**src/rtl/parity_mon_pkg.sv**
```systemverilog
// ============================================================================
// Package     : parity_mon_pkg
// Description : Shared types and helpers for the parity error monitor:
//               monitor FSM state encoding, lane width and the even-parity
//               helper used by each lane checker.
// Revision    : 1.0 - initial release
// ============================================================================
`default_nettype none

package parity_mon_pkg;

    localparam int LANE_W = 8;

    typedef enum logic [1:0] {
        MONITOR = 2'd0,
        ALARM   = 2'd1,
        HOLDOFF = 2'd2
    } mon_state_e;

    // Even-parity bit of one lane: the value that makes the total number of
    // ones (data plus parity) even.
    function automatic logic even_par(input logic [LANE_W-1:0] data);
        return ^data;
    endfunction

endpackage

`default_nettype wire

```
**src/rtl/par_lane_check.sv**
```systemverilog
// ============================================================================
// Module      : par_lane_check
// Description : Combinational parity check of one data lane against its
//               expected even-parity bit.
// Revision    : 1.0 - initial release
// ----------------------------------------------------------------------------
// Ports
//   lane_i  in  LANE_W  data lane
//   par_i   in  1       expected even-parity bit
//   mis_o   out 1       1 when the lane parity disagrees with par_i
// ============================================================================
`default_nettype none

module par_lane_check
    import parity_mon_pkg::*;
(
    input  logic [LANE_W-1:0] lane_i,
    input  logic              par_i,
    output logic              mis_o
);

    assign mis_o = even_par(lane_i) ^ par_i;

endmodule

`default_nettype wire

```
**src/rtl/parity_err_monitor.sv**
```systemverilog
// ============================================================================
// Module      : parity_err_monitor
// Description : Two-stage parity error monitor. Stage 1 registers the two
//               data lanes and their expected parity bits; stage 2 checks
//               them, counts errors, captures the first failing word and
//               runs a windowed threshold alarm with an ack handshake.
// Revision    : 1.0 - initial release
// ----------------------------------------------------------------------------
// Ports
//   CK          in  1      clock, rising edge
//   rst_n       in  1      asynchronous reset, active-low
//   in_valid    in  1      sample strobe
//   chk_en      in  1      check enable (0 -> sample never an error)
//   lane_a/b    in  8      data lanes
//   par_a/b     in  1      expected even-parity bits
//   clr         in  1      synchronous clear of count, sticky and capture
//   irq_ack     in  1      interrupt acknowledge (honoured in ALARM only)
//   err_pulse   out 1      one-cycle error flag
//   err_lane    out 2      {B,A} mismatch bits of the flagged sample
//   err_sticky  out 1      any error since last clear
//   err_cnt     out CNT_W  saturating total error count
//   cap_data    out 16     {lane_b,lane_a} of the first error since clear
//   irq         out 1      alarm interrupt, level
//   busy_alarm  out 1      FSM is in ALARM
// ============================================================================
`default_nettype none

module parity_err_monitor
    import parity_mon_pkg::*;
#(
    parameter int CNT_W      = 8,
    parameter int WIN_LEN    = 16,
    parameter int ERR_THRESH = 4
)(
    input  logic              CK,
    input  logic              rst_n,
    input  logic              in_valid,
    input  logic              chk_en,
    input  logic [LANE_W-1:0] lane_a,
    input  logic              par_a,
    input  logic [LANE_W-1:0] lane_b,
    input  logic              par_b,
    input  logic              clr,
    input  logic              irq_ack,
    output logic              err_pulse,
    output logic [1:0]        err_lane,
    output logic              err_sticky,
    output logic [CNT_W-1:0]  err_cnt,
    output logic [15:0]       cap_data,
    output logic              irq,
    output logic              busy_alarm
);

    localparam logic [CNT_W-1:0] C_CNT_MAX  = '1;
    localparam logic [7:0]       C_WIN_LAST = 8'(WIN_LEN - 1);
    localparam logic [8:0]       C_THRESH   = 9'(ERR_THRESH);

    // ---------------- stage 1: input register ----------------
    logic              valid_q, chk_q, pa_q, pb_q;
    logic [LANE_W-1:0] la_q, lb_q;

    always_ff @(posedge CK or negedge rst_n) begin
        if (!rst_n) begin
            valid_q <= 1'b0;
            chk_q   <= 1'b0;
            la_q    <= '0;
            pa_q    <= 1'b0;
            lb_q    <= '0;
            pb_q    <= 1'b0;
        end else begin
            valid_q <= in_valid;
            chk_q   <= chk_en;
            la_q    <= lane_a;
            pa_q    <= par_a;
            lb_q    <= lane_b;
            pb_q    <= par_b;
        end
    end

    // ---------------- stage 2: check ----------------
    logic mis_a, mis_b, err;

    par_lane_check u_chk_a (.lane_i(la_q), .par_i(pa_q), .mis_o(mis_a));
    par_lane_check u_chk_b (.lane_i(lb_q), .par_i(pb_q), .mis_o(mis_b));

    assign err = valid_q & chk_q & (mis_a | mis_b);

    logic             pulse_q, pulse_d;
    logic [1:0]       lane_q, lane_d;
    logic             sticky_q, sticky_d;
    logic [CNT_W-1:0] cnt_q, cnt_d;
    logic [15:0]      cap_q, cap_d;

    always_comb begin
        pulse_d  = err;
        lane_d   = err ? {mis_b, mis_a} : 2'b00;
        sticky_d = sticky_q;
        cnt_d    = cnt_q;
        cap_d    = cap_q;
        // clr outranks a same-cycle error: that error is not counted or
        // captured, although err_pulse still reports it.
        if (clr) begin
            sticky_d = 1'b0;
            cnt_d    = '0;
            cap_d    = '0;
        end else if (err) begin
            sticky_d = 1'b1;
            if (cnt_q != C_CNT_MAX) begin
                cnt_d = cnt_q + CNT_W'(1);
            end
            if (!sticky_q) begin
                cap_d = {lb_q, la_q};
            end
        end
    end

    always_ff @(posedge CK or negedge rst_n) begin
        if (!rst_n) begin
            pulse_q  <= 1'b0;
            lane_q   <= 2'b00;
            sticky_q <= 1'b0;
            cnt_q    <= '0;
            cap_q    <= '0;
        end else begin
            pulse_q  <= pulse_d;
            lane_q   <= lane_d;
            sticky_q <= sticky_d;
            cnt_q    <= cnt_d;
            cap_q    <= cap_d;
        end
    end

    // ---------------- window / alarm FSM ----------------
    mon_state_e state_q, state_d;
    logic [7:0] win_cnt_q, win_cnt_d;
    logic [7:0] win_err_q, win_err_d;
    logic [8:0] err_sum;

    // The current sample's error is included in the threshold test, so the
    // final sample of a window can still raise the alarm.
    assign err_sum = {1'b0, win_err_q} + {8'b0, err};

    always_comb begin
        state_d   = state_q;
        win_cnt_d = win_cnt_q;
        win_err_d = win_err_q;
        case (state_q)
            MONITOR: begin
                if (valid_q) begin
                    if (err_sum >= C_THRESH) begin
                        state_d   = ALARM;
                        win_cnt_d = '0;
                        win_err_d = '0;
                    end else if (win_cnt_q == C_WIN_LAST) begin
                        win_cnt_d = '0;
                        win_err_d = '0;
                    end else begin
                        win_cnt_d = win_cnt_q + 8'd1;
                        win_err_d = err_sum[7:0];
                    end
                end
            end
            ALARM: begin
                win_cnt_d = '0;
                win_err_d = '0;
                if (irq_ack) begin
                    state_d = HOLDOFF;
                end
            end
            HOLDOFF: begin
                win_cnt_d = '0;
                win_err_d = '0;
                state_d   = MONITOR;
            end
            default: begin
                win_cnt_d = '0;
                win_err_d = '0;
                state_d   = MONITOR;
            end
        endcase
    end

    always_ff @(posedge CK or negedge rst_n) begin
        if (!rst_n) begin
            state_q   <= MONITOR;
            win_cnt_q <= '0;
            win_err_q <= '0;
        end else begin
            state_q   <= state_d;
            win_cnt_q <= win_cnt_d;
            win_err_q <= win_err_d;
        end
    end

    // ---------------- outputs ----------------
    assign err_pulse  = pulse_q;
    assign err_lane   = lane_q;
    assign err_sticky = sticky_q;
    assign err_cnt    = cnt_q;
    assign cap_data   = cap_q;
    assign irq        = (state_q == ALARM);
    assign busy_alarm = (state_q == ALARM);

endmodule

`default_nettype wire

```
**config.mk**
```make
export PLATFORM = sky130hd
export DESIGN_NAME = parity_err_monitor
export DESIGN_NICKNAME = d
export VERILOG_FILES = /design/src/rtl/parity_mon_pkg.sv /design/src/rtl/par_lane_check.sv /design/src/rtl/parity_err_monitor.sv
export SDC_FILE = /design/constraint.sdc
export NUM_CORES = 1
export LEC_CHECK = 0
export ABC_AREA = 1
export ABC_CLOCK_PERIOD_IN_PS = 6450
export CAP_MARGIN = 20
export CORE_MARGIN = 1
export CORE_UTILIZATION = 35
export CTS_CLUSTER_DIAMETER = 150
export CTS_CLUSTER_SIZE = 28
export DETAILED_ROUTE_END_ITERATION = 8
export PLACE_DENSITY = 0.59
export SYNTH_ARGS = -nofsm -noshare
export SYNTH_HDL_FRONTEND = slang
export SYNTH_SLANG_ARGS = --single-unit
```
**constraint.sdc**
```tcl
create_clock -name CK -period 6.45 [get_ports CK]
set_input_delay 0.9675 -clock CK [delete_from_list [all_inputs] [get_ports CK]]
set_output_delay 0.9675 -clock CK [all_outputs]
set_load 0.05 [all_outputs]
```
# Yosys cells after proc, flatten, opt, wreduce, memory -nomap -nowiden
# Index checks and enable logic that the tools add are counted.
dict set report totals {
  output_inout_bits 30
  word_cells 59
  register_bits 66
}
dict set report op_classes {
  n_addsub 3
  n_lt_le_gt_ge 1
  n_reduce_logical 8
  eq_ne 7
  bitwise_logic 5
  muxes 21
}
# operator n
set op_table {}
lappend op_table {{two-way mux 8 bit} 11}
lappend op_table {{two-way mux 16 bit} 3}
lappend op_table {{adder 8 x 1 -> 8 bit (second input constant)} 2}
lappend op_table {{XOR reduction 8 bit} 2}
lappend op_table {{adder 8 x 1 -> 9 bit} 1}
lappend op_table {{greater-or-equal comparator 9 x 3 -> 1 bit (second input constant)} 1}
lappend op_table {{equality test 8 x 4 -> 1 bit (second input constant)} 1}
lappend op_table {{two-way mux 2 bit} 4}
lappend op_table {{!= test 2 bit (second input constant)} 4}
lappend op_table {{!= test 8 bit (second input constant)} 1}
lappend op_table {{one-hot mux 2 bit (2 select lines)} 1}
lappend op_table {{AND reduction 2 bit} 2}
lappend op_table {{nonzero test 2 bit} 2}
lappend op_table {{AND reduction 3 bit} 1}
lappend op_table {{bitwise AND 1 bit} 2}
lappend op_table {{equality test 2 x 1 -> 1 bit (second input constant)} 1}
lappend op_table {{logical NOT 2 bit} 1}
lappend op_table {{two-way mux 1 bit} 2}
lappend op_table {{XOR 1 bit} 2}
lappend op_table {{bitwise OR 1 bit} 1}

# Logic depth before layout (Yosys ltp)
dict set report depth {
  word_depth 9
  depth_mapped 24
  ltp_nobuf 23
}

# By module
# A second synthesis with hierarchy kept.
dict set report unflattened {
  cells_unflattened 383
  area_unflattened_um2 3184.3
}
# mod area_each_um2 instances cells_each seq_area_each_um2
set by_module_without_submodules {}
lappend by_module_without_submodules {parity_err_monitor 2856.5 1 307 1651.6}
lappend by_module_without_submodules {par_lane_check 163.9 2 38 0.0}

# Worst setup path before layout
# OpenSTA, ideal clock, no wires.
dict set report synth_timing {
  path_type {register to register}
  startpoint {reg la_q[2]}
  endpoint {reg state_q[1]}
  setup_ns 0.117
  synth_period_minus_slack_ns 2.434
  arrival_ns 2.317
  path_stages_with_launch 22
  slack_ns 4.016
  path_buffers 1
  path_cell_list {dfrtp_1 inv_1 nand2_1 nand2_1 nand2_1 nand2_1 nand2_1 nand2_1 nand2_1 nand3_2 nand2_1 buf_2 ha_1 ha_1 xnor2_1 nand4_1 nor3_1 nand2_1 nand2_1 inv_1 nand3_1 inv_1}
}
dict set report synth_via {
  elab_chain_cells 8
}
# item line_no
set synth_lines {}
lappend synth_lines {{from (decl)} parity_err_monitor.sv:60} ;# logic [LANE_W-1:0] la_q, lb_q;
lappend synth_lines {{from (signal assigned)} parity_err_monitor.sv:73} ;# la_q <= lane_a;
lappend synth_lines {{XOR reduction 8 bit} parity_mon_pkg.sv:23} ;# return ^data;
lappend synth_lines {{XOR 1 bit} par_lane_check.sv:22} ;# assign mis_o = even_par(lane_i) ^ par_i;
lappend synth_lines {{bitwise OR 1 bit} parity_err_monitor.sv:86} ;# assign err = valid_q & chk_q & (mis_a | mis_b);
lappend synth_lines {{bitwise AND 1 bit} parity_err_monitor.sv:86}
lappend synth_lines {{via err} parity_err_monitor.sv:81} ;# logic mis_a, mis_b, err;
lappend synth_lines {{adder 8 x 1 -> 9 bit} parity_err_monitor.sv:141} ;# assign err_sum = {1'b0, win_err_q} + {8'b0, err};
lappend synth_lines {{greater-or-equal comparator 9 x 3 -> 1 bit} parity_err_monitor.sv:150} ;# if (err_sum >= C_THRESH) begin
lappend synth_lines {{!= test 2 bit (no line)} -}
lappend synth_lines {{AND reduction 3 bit (no line)} -}
lappend synth_lines {{to (signal assigned)} parity_err_monitor.sv:189} ;# state_q <= state_d;
lappend synth_lines {{to (decl)} parity_err_monitor.sv:134} ;# mon_state_e state_q, state_d;
# The timed path passes the listed nets, and every way through them passes these cells.
# A chain may end at the register's enable or synchronous reset.

# Worst setup path after layout
dict set report layout_timing {
  startpoint {reg lb_q[1]}
  endpoint {reg state_q[1]}
}
dict set report layout_via {
  elab_chain_cells 8
}
# item line_no
set layout_lines {}
lappend layout_lines {{from (decl)} parity_err_monitor.sv:60}
lappend layout_lines {{from (signal assigned)} parity_err_monitor.sv:75} ;# lb_q <= lane_b;
lappend layout_lines {{XOR reduction 8 bit} parity_mon_pkg.sv:23}
lappend layout_lines {{XOR 1 bit} par_lane_check.sv:22}
lappend layout_lines {{bitwise OR 1 bit} parity_err_monitor.sv:86}
lappend layout_lines {{bitwise AND 1 bit} parity_err_monitor.sv:86}
lappend layout_lines {{adder 8 x 1 -> 9 bit} parity_err_monitor.sv:141}
lappend layout_lines {{greater-or-equal comparator 9 x 3 -> 1 bit} parity_err_monitor.sv:150}
lappend layout_lines {{!= test 2 bit (no line)} -}
lappend layout_lines {{AND reduction 3 bit (no line)} -}
# Every way passes these cells.

==> metrics.md <==
| Metric | Value |
|---|---|
| Tcrit/Tclk final | 0.486 |
| Largest clock skew in the final design | between 0.008 and 0.009 ns |
| Endpoint class of the critical path | register |
| Setup Fix Bufs, Post-CTS | 0 |
| Proportion of netlist area held by the largest area contributor | 0.553 |
| Largest net degree at the start of global routing | 67 |
| Synth Flop Type | dfrtp_1 |
| CTS H-Tree Depth | 3 |
| Worst hold path class | reg2reg |
| CTS buffer count | 9 |
| Maximum buffer depth of the clock tree | 2 |
| Via count of the first global-routing pass | between 2000 and 2500 |
| Number of antenna violations at the first check in global routing | 0 |
| Clock transition at path regs | 0.07 ns |
| CP most frequent cell | nand2_1 |
| Die span in x | ~94 um |
| Pre-CTS WS | 3.13 ns |
| Count of flip-flops with a built-in enable after synthesis | 0 |
| Num Clock Sinks | 66 |
| RSZ-0062 raised after global routing | no |
| Initial core utilization | 0.362 |
| GRT Resource Usage Total | 0.154 |
| Post-detailed-placement half-perimeter wirelength | approximately 4.3 mm |
| Tightest hold margin | roughly 0.48 ns |
| Buffers added on ports | 53 |
| Fraction of layout instances using a drive strength above 1 | 0.0690 |
| CTS tree | yes |
| Normalized max-slew margin | 0.452 |
| Core outline area | 8260 um^2 |
| Warnings, synthesis | 0 |
| Number of distinct library cell variants in the gate-level netlist after synthesis | 29 |
| Gates resized, CTS repair | 0 |
| Initial DRC count | 97 |
| Setup WS post-layout | 3.32 ns |
| Number of fill cells in the layout | just over 800 |
| Standby leakage power | around 2 nW |
| Count of max-cap constraint violations | 0 |
| Status | finished clean |
| Syn Area/Cell | between 8 and 9 um^2 |
| Initial DRT Pass Iterations | 4 |
| Wire length of the first global-routing pass | between 10 and 15 mm |
| Final setup viols | 0 |
| Final setup TNS | 0 ns |
| Top Family by Delay on Critical Path | simple AND/OR/NAND/NOR gates |
| Overall die height | ~94 um |
| Die Area | 8910 um^2 |
| Required time reported for the critical path endpoint | 6.69 ns |
| Final weighted congestion in routability-driven placement | 0.753 |
| Maximum fanout encountered on the critical timing path | 21 |
| Sequential-to-total area share from yosys stat | 0.553 |
| Mapped Cells | about 350 |
| Count leader, synth | nand2_1 |
| Synth cell count leaders | 121 x nand2_1, 66 x dfrtp_1, 40 x inv_1 |
| Hold-fix buffer count after cts | 0 |
| Flops & latches, synth | 66 |
| Slowest cell on the critical path | nand2_1 |
| Avg WL per Cell | between 10 and 15 um |
| DR vias/cell | around 4.7 |
| Count of nets left with antenna violations after detail routing | 0 |
| Number of DRC violations after detailed routing | 0 |
| Areal power density over the cells | between 200 and 300 nW/um^2 |
| Worst-case vdd ir drop | roughly 0.12 mV |
| Total number of nets in the final design | roughly 430 |
| Arrival time worst endpoint | 3.37 ns |
| Buf+Inv Stages, Crit Path | 3 |
| Post-synthesis net count | between 300 and 400 |
| Area Overhead vs Synth | 27.4% |
| Antenna diodes | 0 |
| Worst Tran Pin Value | around 0.82 ns |
| Global-route congestion overflow total | 0 |
| Final number of hold-violating endpoints | 0 |
| Number of rows created at floorplan | 33 |
| Max Freq | roughly 0.32 GHz |
| Clock latency at the later pin of the worst-skew pair | around 0.34 ns |
| Syn Std Cell Area | 2990 um^2 |
| Number of top-level pins | 54 |
| Slowest Stage Delay on Critical Path | between 0.4 and 0.5 ns |
| Minimum clock period | 3.13 ns |
| Final routed wirelength across all metal layers | ~6 mm |
| End-of-flow core utilization | 0.461 |
| Max Transition Viols Final | 0 |
| Series of cell instances along the critical path | inv_1 -> nand2_1 -> nand3_1 -> nand3_1 -> nand2_1 -> nand2_1 -> nand3_2 -> nand2_1 -> ha_1 -> ha_1 -> xnor2_1 -> nand4_1 -> nor3_1 -> nand2_1 -> nand2_1 -> inv_1 -> nand3_1 -> inv_1 |
| Post-synthesis async set-or-reset flop share | 1.00 |
| Kind of critical path | reg2reg |
| Post-synthesis cell type with the largest combined area | dfrtp_1 |
| Category of the worst setup path launch point | register |
| Main area contributors after synthesis | dfrtp_1 55%, nand2_1 15%, inv_1 5.0%, nand4_1 4.2%, nand3_1 3.3% |
| Routed vias | between 2000 and 2500 |
| Master cell of the clock root buffer | clkbuf_8 |
## final cells by class
type | instances | area (um^2) | share of cell area
multi-input combinational | 228 | 1130 | 0.297
clock buffer | 10 | 138 | 0.0361
clock inverter | 6 | 66.3 | 0.0174
inverter | 42 | 158 | 0.0414
timing repair buffer | 54 | 533 | 0.140
sequential | 66 | 1650 | 0.434
tap | 105 | 131 | 0.0345
## metal layers
metal  share of wire  routed length (um)  vias up  GRT usage
met4           0.021                 125        0     0.0615
met5               0                   0        -          0
met3           0.042                 252       14     0.0467
met2            0.47                2840       52      0.238
li1                -                   -     1201          -
met1            0.47                2800     1115      0.201
## through the flow
stage	total power, mW	cell area (um^2)	cells
after floorplan	0.663	2990	345
after global placement	0.743	3600	495
after detailed placement	0.748	3600	495
after CTS	1.11	3810	511
after global routing	1.16	3810	511
final	1.09	3810	511
## report_power, final
group | leakage [nW] | internal, mW | switching, mW
Combinational | 0.992 | 0.0875 | 0.163
Clock | 0.0945 | 0.189 | 0.163
Sequential | 0.856 | 0.455 | 0.0320
Total | 1.94 | 0.732 | 0.358
## state kept, by name (all words and copies together), names as in the netlist, 2 cells and up
name and cells:
cap_data 16, win_cnt_q 8, err_cnt 8, state_q 2, la_q 8, err_lane 2
lb_q 8, win_err_q 8
## worst paths after layout
kind,startpoint,end,slack [ns],cells after the start
setup / recovery,lb_q[1],state_q[1],3.32,18
hold / removal,cap_data[2],cap_data[2],0.48,2
setup reg to reg,lb_q[1],state_q[1],3.32,18
hold reg to reg,cap_data[2],cap_data[2],0.48,2
max in group asynchronous,rst_n,cap_data[0],5.09,2
min in group asynchronous,rst_n,err_cnt[3],0.77,2
## placed cells by master, fill, tap and decap left out
| master | instances |
|---|---|
| a21oi_1 | 2 |
| and3_1 | 1 |
| buf_2 | 1 |
| buf_4 | 1 |
| bufinv_16 | 1 |
| clkbuf_8 | 10 |
| clkdlybuf4s50_1 | 52 |
| clkinv_2 | 1 |
| clkinv_4 | 1 |
| clkinvlp_4 | 3 |
| dfrtp_1 | 66 |
| ha_1 | 4 |
| inv_1 | 40 |
| inv_2 | 2 |
| mux2i_1 | 1 |
| nand2_1 | 121 |
| nand2_2 | 1 |
| nand2_4 | 1 |
| nand3_1 | 20 |
| nand3_2 | 3 |
| nand3_4 | 1 |
| nand3b_1 | 2 |
| nand4_1 | 20 |
| nor2_1 | 22 |
| nor3_1 | 4 |
| nor3b_1 | 2 |
| nor4_1 | 2 |
| o21ai_0 | 3 |
| o21bai_1 | 1 |
| o22ai_1 | 1 |
| or2_2 | 2 |
| xnor2_1 | 5 |
| xor2_1 | 9 |
## kinds of logic (layout without fill, tap and decap cells)
logic type | after synthesis | after routing | share of synthesized area
xor+xnor | 14 | 14 | 0.0410
flops | 66 | 66 | 0.553
fa+ha+maj | 4 | 4 | 0.0167
buf+inv | 51 | 112 | 0.0695
mux | 1 | 1 | 0.00335
simple gates | 202 | 202 | 0.304
compound gates | 7 | 7 | 0.0130
## worst min-delay path, delay by kind of cell, from the launching register on
| kind | cells | cell delay [ns] |
|---|---|---|
| simple gates | 2 | 0.11 |
| flops | 1 | 0.35 |
Power figures use the tool's default switching activity.
